`config.mk`:
```
export PLATFORM = sky130hd
export DESIGN_NAME = pipe_scheduler
export DESIGN_NICKNAME = d
export VERILOG_FILES = /design/src/rtl/pipe_scheduler.sv
export SDC_FILE = /design/constraint.sdc
export NUM_CORES = 1
export LEC_CHECK = 0
export CAP_MARGIN = 30
export CORE_MARGIN = 4
export CORE_UTILIZATION = 38
export CTS_CLUSTER_DIAMETER = 100
export CTS_CLUSTER_SIZE = 10
export DETAILED_ROUTE_END_ITERATION = 6
export GPL_TIMING_DRIVEN = 0
export HOLD_SLACK_MARGIN = 0.05
export PLACE_DENSITY = 0.67
export SLEW_MARGIN = 20
export SYNTH_ARGS = -nofsm -noshare
export SYNTH_HDL_FRONTEND = slang
export SYNTH_SLANG_ARGS = --single-unit
```
`constraint.sdc`:
```
create_clock -name Clk -period 3.2 [get_ports Clk]
set_input_delay 0.48 -clock Clk [delete_from_list [all_inputs] [get_ports Clk]]
set_output_delay 0.48 -clock Clk [all_outputs]
set_load 0.05 [all_outputs]
```
`src/rtl/pipe_scheduler.sv`:
```
// Game-flow controller for the two pipe lanes: movement prescaler, lane spawn/stagger/recycle,
// gap-height LFSR, saturating score and IDLE/RUN/LOST play state. All outputs are registered.
module pipe_scheduler #(
  parameter int         TICK_DIV  = 500000,
  parameter int         SPAWN_X   = 1000,
  parameter int         SPACING   = 500,
  parameter int         BIRD_X    = 150,
  parameter int         HMIN      = 100,
  parameter int         IDLE_Y    = 75,
  parameter logic [7:0] LFSR_SEED = 8'hA5
) (
  input  logic       Clk,
  input  logic       Reset,
  input  logic       Start,
  input  logic       Collide,
  output logic [9:0] PipePosXA,
  output logic [9:0] PipePosYA,
  output logic [9:0] PipePosXB,
  output logic [9:0] PipePosYB,
  output logic       PipeActiveA,
  output logic       PipeActiveB,
  output logic [7:0] Score,
  output logic       Tick,
  output logic [1:0] GameState
);

  typedef enum logic [1:0] {
    IDLE = 2'b00,
    RUN  = 2'b01,
    LOST = 2'b10
  } state_t;

  typedef struct packed {
    logic       active;
    logic [9:0] x;
    logic [9:0] y;
  } lane_t;

  localparam int              PW         = $clog2(TICK_DIV);
  localparam logic [PW-1:0]   PRESC_LAST = PW'(TICK_DIV - 1);
  localparam logic [9:0]      X_SPAWN    = 10'(SPAWN_X);
  localparam logic [9:0]      X_BIRD     = 10'(BIRD_X);
  localparam logic [9:0]      Y_IDLE     = 10'(IDLE_Y);
  localparam logic [9:0]      Y_MIN      = 10'(HMIN);
  // Lane B is armed when lane A lands on this column; a negative value means B never spawns.
  localparam int              TRIG       = SPAWN_X - SPACING;
  localparam bit              TRIG_OK    = (TRIG >= 0);
  localparam logic [9:0]      X_TRIG     = TRIG_OK ? 10'(TRIG) : 10'd0;
  localparam lane_t           LANE_IDLE  = '{active: 1'b0, x: 10'h3FF, y: Y_IDLE};

  state_t        state_q, state_d;
  lane_t         lane_a_q, lane_a_d, lane_b_q, lane_b_d;
  logic [PW-1:0] presc_q, presc_d;
  logic [7:0]    score_q, score_d;
  logic          tick_q, tick_d;
  logic [7:0]    lfsr_q, lfsr_d;
  logic          start_q;
  logic          start_edge;
  logic [9:0]    h_a, h_b;
  logic          cross_a, cross_b;

  // Recycle at the left edge instead of decrementing, so X never wraps below zero.
  function automatic lane_t lane_step(input lane_t l, input logic [9:0] h);
    lane_t n;
    n = l;
    if (l.x == 10'd0) begin
      n.x = X_SPAWN;
      n.y = h;
    end else begin
      n.x = l.x - 10'd1;
    end
    return n;
  endfunction

  assign start_edge = Start & ~start_q;
  assign lfsr_d     = {lfsr_q[6:0], lfsr_q[7] ^ lfsr_q[5] ^ lfsr_q[4] ^ lfsr_q[3]};
  assign h_a        = Y_MIN + {3'b000, lfsr_q[6:0]};
  assign h_b        = Y_MIN + {3'b000, lfsr_q[7:1]};
  assign cross_a    = lane_a_q.active && (lane_a_q.x != 10'd0) && (lane_a_q.x == X_BIRD);
  assign cross_b    = lane_b_q.active && (lane_b_q.x != 10'd0) && (lane_b_q.x == X_BIRD);

  always_comb begin
    logic [1:0] gain;
    logic [8:0] score_sum;
    // NOTE: every signal driven here gets a default first, so no path leaves it unassigned (no latch).
    state_d   = state_q;
    lane_a_d  = lane_a_q;
    lane_b_d  = lane_b_q;
    presc_d   = presc_q;
    score_d   = score_q;
    tick_d    = 1'b0;
    gain      = 2'b00;
    score_sum = 9'd0;

    unique case (state_q)
      IDLE: begin
        if (start_edge) begin
          state_d  = RUN;
          score_d  = 8'd0;
          presc_d  = '0;
          lane_a_d = '{active: 1'b1, x: X_SPAWN, y: h_a};
        end
      end

      RUN: begin
        // Collision wins over a coincident tick: the frame freezes exactly as it was hit.
        if (Collide) begin
          state_d = LOST;
        end else if (presc_q == PRESC_LAST) begin
          presc_d = '0;
          tick_d  = 1'b1;
          if (lane_a_q.active) lane_a_d = lane_step(lane_a_q, h_a);
          if (lane_b_q.active) begin
            lane_b_d = lane_step(lane_b_q, h_b);
          end else if (TRIG_OK && lane_a_q.active && (lane_a_d.x == X_TRIG)) begin
            lane_b_d = '{active: 1'b1, x: X_SPAWN, y: h_b};
          end
          gain      = {1'b0, cross_a} + {1'b0, cross_b};
          score_sum = {1'b0, score_q} + {7'd0, gain};
          score_d   = score_sum[8] ? 8'hFF : score_sum[7:0];
        end else begin
          presc_d = presc_q + PW'(1);
        end
      end

      LOST: begin
        if (start_edge) begin
          state_d  = IDLE;
          lane_a_d = LANE_IDLE;
          lane_b_d = LANE_IDLE;
          presc_d  = '0;
        end
      end

      default: state_d = IDLE;
    endcase
  end

  // NOTE: state registers use non-blocking assignments so every flop samples pre-edge values.
  always_ff @(posedge Clk or negedge Reset) begin
    if (!Reset) begin
      state_q  <= IDLE;
      lane_a_q <= LANE_IDLE;
      lane_b_q <= LANE_IDLE;
      presc_q  <= '0;
      score_q  <= 8'd0;
      tick_q   <= 1'b0;
      lfsr_q   <= LFSR_SEED;
      start_q  <= 1'b0;
    end else begin
      state_q  <= state_d;
      lane_a_q <= lane_a_d;
      lane_b_q <= lane_b_d;
      presc_q  <= presc_d;
      score_q  <= score_d;
      tick_q   <= tick_d;
      lfsr_q   <= lfsr_d;
      start_q  <= Start;
    end
  end

  assign PipePosXA   = lane_a_q.x;
  assign PipePosYA   = lane_a_q.y;
  assign PipeActiveA = lane_a_q.active;
  assign PipePosXB   = lane_b_q.x;
  assign PipePosYB   = lane_b_q.y;
  assign PipeActiveB = lane_b_q.active;
  assign Score       = score_q;
  assign Tick        = tick_q;
  assign GameState   = state_q;

endmodule

```
==> results.yml <==
run_status:
  outcome: "finished clean"
yosys:
  syn_inst: 519
  synth-seq-cells: 77
  async_flop_share_pct: 100
  synth_largest_area_cell: "dfrtp_1"
  syn_area_um2: 4560
  synth_ff_type: "dfrtp_1"
  synth_edf_count: 0
  synth_most_common_cell: "o21ai_0"
  synth_area_per_cell_um2: 8.78
  yosys.area.top_type_share_pct: 24.7
  yosys-top-cells-count: "63 x o21ai_0, 52 x a21oi_1, 51 x nand2_1"
  synth_cell_type_count: 66
  yosys_warnings: 0
  synth_area_leaders: "dfrtp_1 25%, dfstp_2 18%, o21ai_0 6.9%"
  ys_seq_area_share_pct: 43.1
timing:
  setup_viol: 0
  fin_crit_ns: 3.08
  fin_ws_ns: 0.118
  period_share_pct: 96.3
  fin_skew_ns: 0.0121
  tightest_slew_ns: 0.709
  max_freq_ghz: 0.324
  drv_slew: 0
  hold_violations: 0
  hold_ws_ns: 0.403
  max_slew_margin_pct: 52.3
worst_setup_path:
  slowest_stage: "a221o_1"
  startpoint_type: "flop"
  worstPathCellList: "inv_1 -> ha_2 -> and3b_1 -> nand4_1 -> a221o_1 -> nor3b_4 -> a211o_1 -> buf_6 -> and4_4 -> buf_6 -> mux2_4"
  cp-end-kind: "flop"
  arrival_ns: 3.31
  cp_max_fo: 10
  crit_family: "simple AND/OR/NAND/NOR gates"
  crit_buf_inv: 3
  critPathMaxStageDelay_ns: 0.41
  worstSetupPathType: "flop to flop"
  crit_required_ns: 3.43
  cpMostUsedCell: "buf_6"
global_routing:
  grt_pass1_wl_um: 19800
  grtUsageTotal_pct: 17.4
  grt_max_degree: 55
  first_global_vias: 4018
  antenna_found_initial: 0
  grt.overflow.total: 0
floorplan:
  rows: 39
  core_area_um2: 11600
  die_h_um: 118
  initial_core_util_pct: 39.4
  ios: 57
  dieArea_um2: 13800
  die_x_um: 118
finish:
  layout.area.seq_um2: 1970
  syn2layout_area_growth_pct: 25.6
  layout.nets: 602
  fill_cells: 1065
  n_antenna_cell: 0
  layout-drive-gt1-share_pct: 15.7
  multi_input_comb_area_um2: 2460
routing:
  drt_iter0_markers: 273
  wl_per_cell_um: 15.9
  num_vias: 4127
  drtPass1Iterations: 4
  wl_um: 11700
  postRouteAntennaNets: 0
  avgViaCountPerCell: 5.62
  route.detailed.drc: 0
place:
  dp_hpwl_um: 8230
  gp_congestion: 0.946
  portBuffers: 52
  dp_slack_ns: -0.555
clock_tree:
  cts_tree: "built"
  cts_buffer_depth: 2
  clock_latency_ns: 0.35
  clock_sinks: 77
  clock-root-buffer: "clkbuf_16"
  cts_buffers: 9
  cts_max_level: 3
  clkSlewWorstSetupHoldPaths_ns: 0.06
worst_hold_path:
  hold_path_class: "flop to flop"
pwr:
  leakage_nw: 2.27
  p_per_area_nw_per_um2: 917
  peakVddDrop_uv: 437
run:
  cap_violations: 0
path summary, 6_finish.rpt:
kind | startpoint | endpoint | slack, ns | cells past startpoint
max in group asynchronous | Reset | PipePosXB[8] | 2.00 | 3
setup / recovery | PipePosXA[0] | PipePosYB[5] | 0.12 | 11
min in group asynchronous | Reset | PipePosYA[4] | 0.58 | 2
hold reg to reg | lfsr_q[5] | lfsr_q[6] | 0.40 | 0
hold / removal | lfsr_q[5] | lfsr_q[6] | 0.40 | 0
setup reg to reg | PipePosXA[0] | PipePosYB[5] | 0.12 | 11
cell type report:
cell class              instances  share of cell area [%]
multi-input cells             391                    43.0
clock inverters                 5                    1.03
well taps                     143                    3.13
flip-flops and latches         77                    34.4
plain buffers                  27                    2.51
clock buffers                  11                    4.44
repair buffers                 56                    9.97
inverters                      24                    1.57
power breakdown:
group / switching, mW / internal [mW]
Sequential: 0.205 / 1.24
Combinational: 1.80 / 0.930
Clock: 0.426 / 0.652
layer usage:
layer / up-vias / global-route usage, % / wire, um
li1: 2011 / - / -
met1: 1985 / 21.2 / 5180
met2: 107 / 28.4 / 5570
met3: 24 / 5.62 / 602
met4: 0 / 7.25 / 325
met5: - / 0 / 0
per-stage QoR:
step	cells	instance area [um2]	power, mW	TNS (ns)	utilization (%)
after floorplan	522	4570	3.38	0	-
after global placement	717	5270	4.09	-55.33	45.6
after detailed placement	718	5300	4.12	-3.46	45.8
after CTS	734	5660	5.23	0	48.9
after global routing	734	5730	5.60	-0.0562	49.5
final	734	5730	5.25	0	49.5
cell families after synthesis:
group	after synthesis	synth area share, %
compound gates	174	22.8
xor+xnor	10	1.92
fa+ha+maj	12	3.46
buf+inv	54	5.30
flops	77	43.1
mux	10	2.74
other cells	1	0.0822
simple gates	181	20.6
state kept, by name, summed over array words and instances (netlist names):
| register | flops |
|---|---|
| start_q | 1 |
| PipePosXB | 10 |
| Score | 8 |
| PipePosYB | 8 |
| GameState | 2 |
| PipePosYA | 8 |
| lfsr_q | 8 |
| Tick | 1 |
| PipeActiveA | 1 |
| PipeActiveB | 1 |
| PipePosXA | 10 |
| presc_q | 19 |
placed cells by master (no fill, tap or decap), types with 5 or more instances in the layout:
cell	netlist	layout
clkbuf_16	0	10
o21ai_0	63	63
nand2b_1	7	7
nor3_1	15	15
and3_1	9	8
inv_1	24	23
ha_1	11	10
xnor2_1	6	6
mux2i_1	5	5
nand2_1	51	51
nor2b_1	8	8
buf_4	4	7
nand4_1	10	10
a31oi_1	9	9
o31ai_1	12	12
nor2_1	36	36
clkdlybuf4s50_1	0	51
dfrtp_1	45	44
a21oi_1	52	52
dfstp_2	32	32
clkbuf_1	20	18
nor4_1	8	5
nand3_1	11	10
mux2_4	5	5
timing repair:
action,CTS,global route
endpoints found under the hold margin,6,0
buffers inserted,0,2
hold buffers,1,0
endpoints found under the setup margin,8,23
pin swaps,0,4
resized for setup,7,14
Note: power is estimated with default switching activity, not from simulation.
